### src/rtl/riscv_pkg.sv
// Shared RV32 pipeline definitions: opcode constants, hazard-unit state
// encoding and the stage-2 operand-use decode.
package riscv_pkg;

    localparam logic [6:0] OP_LOAD   = 7'b0000011;
    localparam logic [6:0] OP_IMM    = 7'b0010011;
    localparam logic [6:0] OP_REG    = 7'b0110011;
    localparam logic [6:0] OP_LUI    = 7'b0110111;
    localparam logic [6:0] OP_AUIPC  = 7'b0010111;
    localparam logic [6:0] OP_JAL    = 7'b1101111;
    localparam logic [6:0] OP_STORE  = 7'b0100011;
    localparam logic [6:0] OP_BRANCH = 7'b1100011;

    typedef enum logic [1:0] {
        RUN  = 2'd0,
        WAIT = 2'd1,
        FWD  = 2'd2
    } hz_state_t;

    // LUI/AUIPC/JAL carry no rs1 field; anything else may read rs1.
    function automatic logic uses_rs1(input logic [6:0] opcode);
        return !((opcode == OP_LUI) || (opcode == OP_AUIPC) || (opcode == OP_JAL));
    endfunction

    function automatic logic uses_rs2(input logic [6:0] opcode);
        return (opcode == OP_REG) || (opcode == OP_STORE) || (opcode == OP_BRANCH);
    endfunction

endpackage

### src/rtl/load_hazard_unit_if.sv
// Pipeline-facing signal bundle of the load hazard unit. The pipeline drives
// through the master modport; the hazard unit sits on the slave modport.
interface load_hazard_unit_if #(
    parameter int XLEN = 32
);
    logic [6:0]      OPCODE_STAGE2;
    logic [6:0]      OPCODE_STAGE3;
    logic [4:0]      RADDR1_STAGE2;
    logic [4:0]      RADDR2_STAGE2;
    logic [4:0]      wr_addr_STAGE3;
    logic            WR_EN_STAGE3;
    logic            FLUSH;
    logic            MEM_RVALID;
    logic [XLEN-1:0] MEM_RDATA;
    logic [XLEN-1:0] RS1_IN;
    logic [XLEN-1:0] RS2_IN;
    logic [XLEN-1:0] RS1_OUT;
    logic [XLEN-1:0] RS2_OUT;
    logic            STALL;
    logic            BUBBLE;
    logic            MEM_TIMEOUT;

    modport master (
        output OPCODE_STAGE2, OPCODE_STAGE3, RADDR1_STAGE2, RADDR2_STAGE2,
               wr_addr_STAGE3, WR_EN_STAGE3, FLUSH, MEM_RVALID, MEM_RDATA,
               RS1_IN, RS2_IN,
        input  RS1_OUT, RS2_OUT, STALL, BUBBLE, MEM_TIMEOUT
    );

    modport slave (
        input  OPCODE_STAGE2, OPCODE_STAGE3, RADDR1_STAGE2, RADDR2_STAGE2,
               wr_addr_STAGE3, WR_EN_STAGE3, FLUSH, MEM_RVALID, MEM_RDATA,
               RS1_IN, RS2_IN,
        output RS1_OUT, RS2_OUT, STALL, BUBBLE, MEM_TIMEOUT
    );
endinterface

### src/rtl/load_hazard_unit.sv
// Load-use hazard unit: stalls stages 1-2 behind a load in stage 3, waits for
// the data-memory response and forwards it to the consumer for one cycle.
module load_hazard_unit
    import riscv_pkg::*;
#(
    parameter int TIMEOUT_CYCLES = 64,
    parameter int XLEN           = 32
) (
    input  logic              clk,
    input  logic              rst_n,
    load_hazard_unit_if.slave hz
);

    localparam int CNT_W = (TIMEOUT_CYCLES > 1) ? $clog2(TIMEOUT_CYCLES) : 1;
    localparam logic [CNT_W-1:0] CNT_LAST = CNT_W'(TIMEOUT_CYCLES - 1);

    hz_state_t       state_q,    state_d;
    logic [CNT_W-1:0] count_q,   count_d;
    logic [4:0]      pend_rd_q,  pend_rd_d;
    logic [XLEN-1:0] load_buf_q, load_buf_d;
    logic            timeout_q,  timeout_d;

    logic            hazard_s;
    logic            stall_s;
    logic            bubble_s;
    logic [XLEN-1:0] rs1_s;
    logic [XLEN-1:0] rs2_s;

    // A flushed stage-2 instruction never needs protecting, and x0 is never a producer.
    assign hazard_s = (state_q == RUN)
                   && (hz.OPCODE_STAGE3 == OP_LOAD)
                   && hz.WR_EN_STAGE3
                   && (hz.wr_addr_STAGE3 != 5'd0)
                   && ((uses_rs1(hz.OPCODE_STAGE2) && (hz.wr_addr_STAGE3 == hz.RADDR1_STAGE2))
                    || (uses_rs2(hz.OPCODE_STAGE2) && (hz.wr_addr_STAGE3 == hz.RADDR2_STAGE2)))
                   && !hz.FLUSH;

    // Next-state and pipeline-control decode.
    always_comb begin
        state_d    = state_q;
        count_d    = count_q;
        pend_rd_d  = pend_rd_q;
        load_buf_d = load_buf_q;
        timeout_d  = timeout_q;
        stall_s    = 1'b0;
        bubble_s   = 1'b0;
        rs1_s      = hz.RS1_IN;
        rs2_s      = hz.RS2_IN;
        case (state_q)
            RUN: begin
                if (hazard_s) begin
                    stall_s   = 1'b1;
                    bubble_s  = 1'b1;
                    pend_rd_d = hz.wr_addr_STAGE3;
                    count_d   = {CNT_W{1'b0}};
                    state_d   = WAIT;
                end else begin
                    state_d   = RUN;
                end
            end
            WAIT: begin
                stall_s  = 1'b1;
                bubble_s = 1'b1;
                if (hz.FLUSH) begin
                    stall_s = 1'b0;
                    state_d = RUN;
                end else if (hz.MEM_RVALID) begin
                    load_buf_d = hz.MEM_RDATA;
                    state_d    = FWD;
                end else if (count_q == CNT_LAST) begin
                    timeout_d = 1'b1;
                    state_d   = RUN;
                end else begin
                    count_d = count_q + CNT_W'(1);
                end
            end
            FWD: begin
                if (hz.RADDR1_STAGE2 == pend_rd_q) begin
                    rs1_s = load_buf_q;
                end else begin
                    rs1_s = hz.RS1_IN;
                end
                if (hz.RADDR2_STAGE2 == pend_rd_q) begin
                    rs2_s = load_buf_q;
                end else begin
                    rs2_s = hz.RS2_IN;
                end
                bubble_s = hz.FLUSH;
                state_d  = RUN;
            end
            default: begin
                state_d = RUN;
            end
        endcase
    end

    // State, pending-load and sticky-error registers.
    always_ff @(posedge clk or negedge rst_n) begin
        if (!rst_n) begin
            state_q    <= RUN;
            count_q    <= {CNT_W{1'b0}};
            pend_rd_q  <= 5'd0;
            load_buf_q <= {XLEN{1'b0}};
            timeout_q  <= 1'b0;
        end else begin
            state_q    <= state_d;
            count_q    <= count_d;
            pend_rd_q  <= pend_rd_d;
            load_buf_q <= load_buf_d;
            timeout_q  <= timeout_d;
        end
    end

    assign hz.STALL       = stall_s;
    assign hz.BUBBLE      = bubble_s;
    assign hz.RS1_OUT     = rs1_s;
    assign hz.RS2_OUT     = rs2_s;
    assign hz.MEM_TIMEOUT = timeout_q;

endmodule

### src/flat_wrapper.sv
// flat-port wrapper written by rule: the top's interface ports become plain ports
module load_hazard_unit_flat import riscv_pkg::*;
#(
    parameter int TIMEOUT_CYCLES = 64,
    parameter int XLEN           = 32
)
  (clk, rst_n, hz_OPCODE_STAGE2, hz_OPCODE_STAGE3, hz_RADDR1_STAGE2, hz_RADDR2_STAGE2, hz_wr_addr_STAGE3, hz_WR_EN_STAGE3, hz_FLUSH, hz_MEM_RVALID, hz_MEM_RDATA, hz_RS1_IN, hz_RS2_IN, hz_RS1_OUT, hz_RS2_OUT, hz_STALL, hz_BUBBLE, hz_MEM_TIMEOUT);
  load_hazard_unit_if #(.XLEN(XLEN)) hz_i ();
  input  logic clk;
  input  logic rst_n;
  input wire logic [$bits(hz_i.OPCODE_STAGE2)-1:0] hz_OPCODE_STAGE2;
  input wire logic [$bits(hz_i.OPCODE_STAGE3)-1:0] hz_OPCODE_STAGE3;
  input wire logic [$bits(hz_i.RADDR1_STAGE2)-1:0] hz_RADDR1_STAGE2;
  input wire logic [$bits(hz_i.RADDR2_STAGE2)-1:0] hz_RADDR2_STAGE2;
  input wire logic [$bits(hz_i.wr_addr_STAGE3)-1:0] hz_wr_addr_STAGE3;
  input wire logic [$bits(hz_i.WR_EN_STAGE3)-1:0] hz_WR_EN_STAGE3;
  input wire logic [$bits(hz_i.FLUSH)-1:0] hz_FLUSH;
  input wire logic [$bits(hz_i.MEM_RVALID)-1:0] hz_MEM_RVALID;
  input wire logic [$bits(hz_i.MEM_RDATA)-1:0] hz_MEM_RDATA;
  input wire logic [$bits(hz_i.RS1_IN)-1:0] hz_RS1_IN;
  input wire logic [$bits(hz_i.RS2_IN)-1:0] hz_RS2_IN;
  output wire logic [$bits(hz_i.RS1_OUT)-1:0] hz_RS1_OUT;
  output wire logic [$bits(hz_i.RS2_OUT)-1:0] hz_RS2_OUT;
  output wire logic [$bits(hz_i.STALL)-1:0] hz_STALL;
  output wire logic [$bits(hz_i.BUBBLE)-1:0] hz_BUBBLE;
  output wire logic [$bits(hz_i.MEM_TIMEOUT)-1:0] hz_MEM_TIMEOUT;
  assign hz_i.OPCODE_STAGE2 = hz_OPCODE_STAGE2;
  assign hz_i.OPCODE_STAGE3 = hz_OPCODE_STAGE3;
  assign hz_i.RADDR1_STAGE2 = hz_RADDR1_STAGE2;
  assign hz_i.RADDR2_STAGE2 = hz_RADDR2_STAGE2;
  assign hz_i.wr_addr_STAGE3 = hz_wr_addr_STAGE3;
  assign hz_i.WR_EN_STAGE3 = hz_WR_EN_STAGE3;
  assign hz_i.FLUSH = hz_FLUSH;
  assign hz_i.MEM_RVALID = hz_MEM_RVALID;
  assign hz_i.MEM_RDATA = hz_MEM_RDATA;
  assign hz_i.RS1_IN = hz_RS1_IN;
  assign hz_i.RS2_IN = hz_RS2_IN;
  assign hz_RS1_OUT = hz_i.RS1_OUT;
  assign hz_RS2_OUT = hz_i.RS2_OUT;
  assign hz_STALL = hz_i.STALL;
  assign hz_BUBBLE = hz_i.BUBBLE;
  assign hz_MEM_TIMEOUT = hz_i.MEM_TIMEOUT;
  load_hazard_unit #(.TIMEOUT_CYCLES(TIMEOUT_CYCLES), .XLEN(XLEN)) u_core (.clk(clk), .rst_n(rst_n), .hz(hz_i));
endmodule
### config.mk
export PLATFORM = sky130hd
export DESIGN_NAME = load_hazard_unit_flat
export DESIGN_NICKNAME = d
export VERILOG_FILES = /design/src/rtl/riscv_pkg.sv /design/src/rtl/load_hazard_unit_if.sv /design/src/rtl/load_hazard_unit.sv /design/src/flat_wrapper.sv
export SDC_FILE = /design/constraint.sdc
export NUM_CORES = 1
export LEC_CHECK = 0
export CORE_ASPECT_RATIO = 0.7
export CORE_UTILIZATION = 33
export DETAILED_ROUTE_END_ITERATION = 10
export PLACE_DENSITY_LB_ADDON = 0.08
export SLEW_MARGIN = 20
export SYNTH_ARGS = -nofsm -noshare
export SYNTH_HDL_FRONTEND = slang
export SYNTH_SLANG_ARGS = --single-unit
### constraint.sdc
create_clock -name clk -period 1.9 [get_ports clk]
set_input_delay 0.285 -clock clk [delete_from_list [all_inputs] [get_ports clk]]
set_output_delay 0.285 -clock clk [all_outputs]
set_load 0.02 [all_outputs]
==> impl_metrics.ini <==
[critical_path]
crit_type = reg -> out
required_ns = 1.62
worst-path-max-fanout = 5
cp-start-kind = flop
critPathArrivalTime_ns = 2.24
critPathCaptureType = output pin
reg2reg_slack_ns = 0.06

[clock_network]
cts.sinks = 46
numCtsBuffers = 5
htree_levels = 2
cts_tree = yes
clock_latency_ns = 0.28
clock_path_buffers = 2
clkTransAtPathRegs_ns = 0.06
cts_root_buffer = clkbuf_16

[layout]
register_area_um2 = 1154
multi_input_area_um2 = 1962
diodes = 0
finalNetCount = 613
layout-area-overhead-vs-synth_pct = 108.6
utilization_pct = 71.30
fin_area_um2 = 6070
final_cells = 603
drive_above_1_share_pct = 54.04
fillCellCount = 643

[global_route]
grt_antenna_before_repair = 0
grt_first_pass_wirelength_um = 14870
grt_pass1_vias = 2905
gr-total-overflow = 0
grt_use_total_pct = 21.00
grt_start_max_net_pins = 34

[synth]
synth_top_cell_by_area = dfrtp_1
synth_top_family_by_area = multiplexers
synth.most_common_cell = mux2_2
synth_compound_area_share_pct = 3.439
synth_cells = 236
yosys.area_share.xor_xnor_pct = 7.223
async_reset_ff_share_pct = 100.0
avgSynthCellArea_um2 = 12.33
yosysSeqAreaShare_pct = 39.55
synth-seq-cells = 46
syn_nets = 367
yosysTopAreaCellShare_pct = 39.55
synthSimpleGateAreaFrac_pct = 7.954
synthTopCellsByArea = dfrtp_1 (40%), mux2_2 (38%), xnor2_1 (4.2%)
synth_flop_cell = dfrtp_1
yosysWarnings = 0
synth.distinct_cells = 35
synth_enable_flop_cells = 0
synthMuxAreaShare_pct = 39.21
synthTopCellsByCount = mux2_2 (99), dfrtp_1 (46), xnor2_1 (14)
synthesis.area_um2 = 2910
synth_fa_ha_area_share_pct = 0.4299

[sta]
finalSetupViolCount = 66
fin_worst_skew_ns = 0.005632
hold_viol = 0
holdWs_ns = 0.4242
period_minus_slack_ns = 2.526
fin_crit_sh_pct = 132.9
layout_setup_ws_ns = -0.6259
maxSlewHeadroom_pct = 65.69
tightest_slew_ns = 0.5146
tns_ns = -35.42
rsz0062_at_grt = yes
fmax_mhz = 395.9
slew_viol_final = 0

[power_and_ir_drop]
p_leak_nw = 2.787
power_per_cell_area_nw_per_um2 = 437.7
power_mw = 2.656
ir_worst_vdd_uv = 430.2

[drt]
via_per_inst = 4.834
drc = 0
routedWlPerCell_um = 18.48
first_iter_violations = 65
ant_nets = 0
drt_first_pass_iters = 4
totalWireLength_um = 11150
vias = 2915

[die]
die_h_um = 80.57
dieArea_um2 = 9205
coreArea_um2 = 8513
die_w_um = 114.2
ios = 197
initial_core_util_pct = 34.19
rows = 28

[placed_design]
dp.cells = 568
placed_cell_area_um2 = 5238
gp_congestion = 0.7599
dp_hpwl_um = 6985
io_buffer_count = 196
dp_slack_ns = -1.059

[run_status]
status = finished, violations left
violations = setup timing

[flow_run]
maxCapViolCount = 0

[worst_hold_path]
hold_path_class = in -> reg
## cell families after synthesis
group / after synthesis
flip-flops: 46
AND/OR/NAND/NOR: 39
adder cells (fa/ha/maj): 1
buffers and inverters: 13
multiplexers: 101
XOR/XNOR: 24
AO/OA/AOI/OAI: 12
## per-layer routing
| layer | up-vias | share of wire (%) | global-route usage (%) |
|---|---|---|---|
| li1 | 1364 | - | - |
| met1 | 1432 | 42 | 26.53 |
| met2 | 115 | 50 | 36.97 |
| met3 | 4 | 7.2 | 5.358 |
| met4 | 0 | 0.49 | 2.857 |
| met5 | - | 0 | 0 |
## cell type report
type	instances	share of cell area, %
sequential	46	19.01
multi-input combinational	178	32.32
clock buffer	7	2.350
inverter	1	0.06184
timing repair buffer	250	43.70
clock inverter	1	0.08246
tap	120	2.474
## cell usage in the layout (no fill, tap or decap), types with 2 or more instances in the layout
cell             count
dfrtp_1             44
buf_6               76
clkdlybuf4s15_1      6
a31o_2               6
mux2_2              66
xor2_1               8
nand2_1              5
nor3_1               6
buf_4               29
dlymetal6s2s_1       2
xnor2_1             11
nor3_2               2
nand3_1              3
xnor2_2              3
dfrtp_2              2
xor2_2               2
buf_12               7
clkdlybuf4s50_1     99
nor2_1               4
clkbuf_16            9
buf_16               2
mux2_4              35
clkbuf_2             4
nand4_1              4
dlygate4sd2_1       18
## worst paths after layout
path | from | to | depth (start not counted)
worst max-delay path | u_core.pend_rd_q[2] | hz_RS2_OUT[3] | 8
worst min-delay path | hz_wr_addr_STAGE3[2] | u_core.pend_rd_q[2] | 3
worst max register to register | u_core.state_q[1] | u_core.load_buf_q[8] | 7
worst min register to register | u_core.hz.MEM_TIMEOUT | u_core.hz.MEM_TIMEOUT | 1
max in group asynchronous | rst_n | u_core.count_q[2] | 3
min in group asynchronous | rst_n | u_core.load_buf_q[14] | 2
## registers in the layout, indices dropped and copies added, names as in the netlist
register and flops:
u_core.hz.MEM_TIMEOUT 1, u_core.state_q 2, u_core.load_buf_q 32, u_core.pend_rd_q 5
u_core.count_q 6
## timing repair
item	4_1_cts	5_1_grt
setup buffers	11	7
cloned	4	7
hold buffers	1	0
resized for setup	367	148
hold endpoints to repair	19	0
setup endpoints to repair	77	109
pin swaps	13	19
## power by group
group	internal [mW]	switching (mW)	total, mW
sequential	1.01	0.0231	1.03
combinational	0.481	0.270	0.751
clock	0.522	0.354	0.876
## worst max-delay path, cell delays in order (launching register included)
cell and delay (ns):
dfrtp_1 0.42, xnor2_1 0.17, nand4_1 0.19, nor4b_4 0.30, buf_6 0.20, buf_12 0.14, buf_6 0.11, mux2_4 0.29
buf_6 0.13
Note: power is estimated with default switching activity, not from simulation.
